**src/rtl/mips_pkg.sv**
```systemverilog
// Shared types and constants for the instruction fetch stage.
package mips_pkg;

  typedef enum logic [1:0] {
    S_IDLE  = 2'd0,
    S_REQ   = 2'd1,
    S_ISSUE = 2'd2
  } ifetch_state_t;

  localparam logic [31:0] PC_STEP = 32'd4;

  // J-type target field and the PC region bits that are kept across a jump
  localparam int unsigned JTARGET_MSB = 25;
  localparam int unsigned JREGION_LSB = 28;

endpackage

```
**src/rtl/pc_next.sv**
```systemverilog
// Next-PC selection: jump, taken branch or sequential, in that priority.
module pc_next
  import mips_pkg::*;
(
  input  logic [31:0] pc_plus4,
  input  logic [31:0] instruction,
  input  logic [31:0] out32,
  input  logic        Branch,
  input  logic        Jump,
  input  logic        Zero,
  output logic [31:0] next_pc
);

  logic [31:0] jump_tgt;
  logic [31:0] branch_tgt;
  logic        unused_opcode;

  assign jump_tgt      = {pc_plus4[31:JREGION_LSB], instruction[JTARGET_MSB:0], 2'b00};
  assign branch_tgt    = pc_plus4 + (out32 << 2);
  assign unused_opcode = ^instruction[31:JTARGET_MSB+1];

  // Jump beats a taken branch when both flags are set
  always_comb begin
    next_pc = pc_plus4;
    if (Jump) begin
      next_pc = jump_tgt;
    end else if (Branch && Zero) begin
      next_pc = branch_tgt;
    end
  end

endmodule

```
**src/rtl/instruction_fetch.sv**
```systemverilog
// Fetch stage: holds the PC, requests words from a variable-latency memory and
// hands one instruction at a time to the datapath over a valid/ready handshake.
// Optional request timeout/retry is built when IFETCH_TIMEOUT_EN is defined.
module instruction_fetch
  import mips_pkg::*;
#(
  parameter logic [31:0] RESET_PC       = 32'h0000_0000,
  parameter int unsigned TIMEOUT_CYCLES = 16
) (
  input  logic        clk,
  input  logic        rst,
  output logic        imem_req,
  output logic [31:0] imem_addr,
  input  logic [31:0] imem_rdata,
  input  logic        imem_valid,
  output logic [31:0] instruction,
  output logic        instr_valid,
  input  logic        instr_ready,
  input  logic        Branch,
  input  logic        Jump,
  input  logic        Zero,
  input  logic [31:0] out32,
  output logic [31:0] pc,
  output logic [31:0] pc_plus4,
  output logic        fetch_err
);

  ifetch_state_t state_q;
  logic [31:0]   pc_q;
  logic [31:0]   pc_d;
  logic [31:0]   instr_q;
  logic          req_gap;
  logic          rsp_accept;

  // Outputs are decoded straight from registered state
  assign imem_req    = (state_q == S_REQ) && !req_gap;
  assign rsp_accept  = imem_req && imem_valid;
  assign instr_valid = (state_q == S_ISSUE);
  assign imem_addr   = pc_q;
  assign pc          = pc_q;
  assign pc_plus4    = pc_q + PC_STEP;
  assign instruction = instr_q;

  pc_next u_pc_next (
    .pc_plus4    (pc_plus4),
    .instruction (instr_q),
    .out32       (out32),
    .Branch      (Branch),
    .Jump        (Jump),
    .Zero        (Zero),
    .next_pc     (pc_d)
  );

  // Fetch FSM: request, latch the response, hold it until the datapath takes it
  always_ff @(posedge clk) begin
    if (rst) begin
      state_q <= S_IDLE;
      pc_q    <= {RESET_PC[31:2], 2'b00};
      instr_q <= '0;
    end else begin
      case (state_q)
        S_IDLE: state_q <= S_REQ;
        S_REQ: begin
          if (rsp_accept) begin
            instr_q <= imem_rdata;
            state_q <= S_ISSUE;
          end
        end
        S_ISSUE: begin
          if (instr_ready) begin
            pc_q    <= pc_d;
            state_q <= S_REQ;
          end
        end
        default: state_q <= S_IDLE;
      endcase
    end
  end

`ifdef IFETCH_TIMEOUT_EN
  logic [31:0] tmo_cnt_q;
  logic        gap_q;
  logic        fetch_err_q;

  assign req_gap   = gap_q;
  assign fetch_err = fetch_err_q;

  // Count unanswered request cycles; on expiry drop the request for one cycle
  always_ff @(posedge clk) begin
    if (rst) begin
      tmo_cnt_q   <= '0;
      gap_q       <= 1'b0;
      fetch_err_q <= 1'b0;
    end else begin
      gap_q <= 1'b0;
      if (imem_req && !imem_valid) begin
        if (tmo_cnt_q == TIMEOUT_CYCLES - 1) begin
          tmo_cnt_q   <= '0;
          gap_q       <= 1'b1;
          fetch_err_q <= 1'b1;
        end else begin
          tmo_cnt_q <= tmo_cnt_q + 32'd1;
        end
      end else begin
        tmo_cnt_q <= '0;
      end
    end
  end
`else
  logic unused_timeout;

  assign req_gap        = 1'b0;
  assign fetch_err      = 1'b0;
  assign unused_timeout = ^TIMEOUT_CYCLES;
`endif

endmodule

```
**config.mk**
```make
export PLATFORM = sky130hd
export DESIGN_NAME = instruction_fetch
export DESIGN_NICKNAME = d
export VERILOG_FILES = /design/src/rtl/mips_pkg.sv /design/src/rtl/pc_next.sv /design/src/rtl/instruction_fetch.sv
export SDC_FILE = /design/constraint.sdc
export NUM_CORES = 1
export LEC_CHECK = 0
export BUFFER_PORTS_ARGS = -buffer_cell sky130_fd_sc_hd__clkbuf_2
export CORE_MARGIN = 5
export CORE_UTILIZATION = 54
export DETAILED_ROUTE_END_ITERATION = 10
export PLACE_DENSITY = 0.84
export SYNTH_ARGS = -nofsm -noshare
export SYNTH_HDL_FRONTEND = slang
export SYNTH_SLANG_ARGS = --single-unit
```
**constraint.sdc**
```tcl
create_clock -name clk -period 9.6 [get_ports clk]
set_input_delay 0.48 -clock clk [delete_from_list [all_inputs] [get_ports clk]]
set_output_delay 0.48 -clock clk [all_outputs]
set_load 0.02 [all_outputs]
```
==> flow_metrics.tcl <==
set metrics [dict create \
    status "complete, no violations" \
    async_flop_share_pct 0 \
    post_drt_via_cell_ratio 5.57 \
    grt_pass1_vias 4835 \
    std_cell_rows 36 \
    crit_arrival_ns 4.53 \
    holdCritPathClass "in2reg" \
    cap_violations 0 \
    ys_seq_area_share_pct 24.2 \
    syn-cell-area_um2 5300 \
    yosysWarnings 0 \
    leakage_nw 2.88 \
    worstSetupStartpointType "flip-flop" \
    avgSynthCellArea_um2 7.38 \
    cp_data_required_time_ns 9.80 \
    drive_above_1_share_pct 27.2 \
    nNetsFinal 966 \
    numPortBuffers 192 \
    drc 0 \
    fillers 897 \
    overflow 0 \
    syn_inst 718 \
    ys_types 69 \
    fp.coreArea_um2 9680 \
    instances_no_fill 996 \
    postCtsHoldBufs 0 \
    cts_tree "built" \
    p_switching_mw 0.197 \
    globalplace.congestion 0.906 \
    whs_ns 0.353 \
    diodes 0 \
    start_util_pct 54.7 \
    die_width_um 109 \
    dieArea_um2 11900 \
    worst_pin_slew_ns 1.19 \
    power_density_nw_per_um2 111 \
    place_inst 980 \
    ir_drop_mv 0.111 \
    p_int_mw 0.494 \
    antenna_found_initial 0 \
    comb_power_share_pct 19.4 \
    fin_setup_tns_ns 0 \
    grt_usage_pct 25.3 \
    use_met1_pct 37.2 \
    power_frac_seq_pct 41.1 \
    pwr-share-clk_pct 39.5 \
    top_usage_layer "met2" \
    dpl.hpwl_um 12200 \
    clkTransAtPathRegs_ns 0.07 \
    post_drt_wl_per_cell_um 15.8 \
    clk_path_buf_depth 2 \
    met3_usage_pct 4.32 \
    grt_pass1_wl_um 24000 \
    slew_headroom_pct 20.4 \
    path_max_fanout 8 \
    vias 5546 \
    area_growth_syn_to_layout_pct 17.7 \
    min_period_ns 4.33 \
    setup_viol 0 \
    cts_resized 0 \
    grt_setup_unrepaired "false" \
    synth.area.top_cells "dfxtp_1 24%, nand2_1 9.3%, ha_1 8.5%, a21oi_1 8.2%, buf_4 5.2%" \
    multi_input_area_um2 3540 \
    postPlaceCellArea_um2 6000 \
    die_y_um 109 \
    ys_seq_elements 64 \
    cts_root_buffer "clkbuf_8" \
    grt_max_degree 58 \
    final_area_um2 6240 \
    clk_latency_ns 0.34 \
    synth_top_area_cell "dfxtp_1" \
    ant_nets 0 \
    clock-sinks 64 \
    end_kind "flip-flop" \
    globalRouteMet2Util_pct 38.2 \
    swShare_pct 28.5 \
    htree_levels 3 \
    post_cts_buffers 0 \
    synth_flop_cell "dfxtp_1" \
    cts_buffers 9 \
    slew_viol_final 0 \
    finClkSkew_ns 0.00656 \
    fmax_mhz 231 \
    fin_crit_sh_pct 45.1 \
    regArea_um2 1280 \
    path_class "reg2reg" \
    hold_viol_final 0 \
    wl_um 15800 \
    yosysTopAreaCellShare_pct 24.2 \
    drtIter0Drc 434 \
    dr.pass1.iters 5 \
    synth_edf_count 0 \
    io_pins 202 \
]
## synthesized netlist by cell type (all sizes together) (10+ instances only)
master  count
a21o       10
xnor2      30
o21ai      33
nand4      10
buf        38
dfxtp      64
and3       10
a21oi      88
nor2       56
nor3       18
inv        12
a211oi     13
nand2     133
ha         36
o211ai     14
clkbuf     32
nand3      16
xor2       19
## state kept, by name, indices dropped and copies added, names as in the netlist
| register | flops |
|---|---|
| imem_addr | 30 |
| instruction | 32 |
| state_q | 2 |
## layout make-up
type	count	area share, %
Multi-Input combinational cell	577	56.7
Sequential cell	64	20.5
Timing Repair Buffer	194	15.6
Tap cell	133	2.67
Clock buffer	9	1.99
Clock inverter	7	1.76
Inverter	12	0.722
## layout by cell type (no fill, tap or decap), types with 6 or more instances in the layout
cell type    n
clkbuf_2   192
nand2_1    131
a21oi_1     87
dfxtp_1     64
nor2_1      55
ha_1        36
o21ai_0     32
xnor2_1     30
xor2_1      19
nor3_1      17
nand3_1     16
o211ai_1    13
inv_1       12
a211oi_1    11
nand4_1      9
clkbuf_8     9
and3_1       8
a21o_1       8
conb_1       7
a31oi_1      6
## final timing paths
check	from	end	slack [ns]	cells after the start
worst max-delay path	imem_addr[2]	imem_addr[31]	5.27	16
worst min-delay path	imem_rdata[28]	instruction[28]	0.35	3
worst max register to register	imem_addr[2]	imem_addr[31]	5.27	16
worst min register to register	instruction[28]	instruction[28]	0.45	2
## per-layer routing
layer	vias to the layer above	wire [um]
li1	2780	-
met2	256	6980
met1	2492	7110
met5	-	0
met3	18	1480
met4	0	191
## worst max-delay path, stage by stage, from the launching register on
cell and delay [ns]:
dfxtp_1 0.49, ha_1 0.26, nand4_1 0.17, nor2_1 0.28
and3_1 0.28, nand3_1 0.21, xnor2_1 0.44, ha_1 0.41
nand3_1 0.13, nand2_1 0.05, a2111o_1 0.42, nor3_1 0.20
a21oi_2 0.09, mux2i_1 0.30, mux2i_1 0.26, xnor2_1 0.14
nor2_1 0.05
## through the flow
step	setup WS (ns)	power [mW]	util, %
floorplan	5.52	0.383	-
global placement	5.41	0.420	62.0
detailed placement	5.39	0.421	62.0
CTS	5.35	0.694	64.4
global route	4.92	0.720	64.4
finish	5.27	0.691	64.4
## kinds of logic (layout without fill, tap and decap cells)
group           Yosys count  after routing  synth area share, %
flops                    64             64                 24.2
mux                       7              7                 1.37
xor+xnor                 49             49                 8.10
buf+inv                  83            222                 9.61
other cells               1              7               0.0707
fa+ha+maj                37             37                 8.87
compound gates          203            203                 24.6
simple gates            274            274                 23.2
## power groups by stage
stage | logic, mW | registers, mW | clock network (mW)
floorplan | 0.0863 | 0.297 | 0
global placement | 0.131 | 0.289 | 0
detailed placement | 0.132 | 0.289 | 0
CTS | 0.132 | 0.283 | 0.278
global route | 0.147 | 0.285 | 0.289
finish | 0.134 | 0.284 | 0.273
No activity file was read; power rests on OpenSTA's default activity.
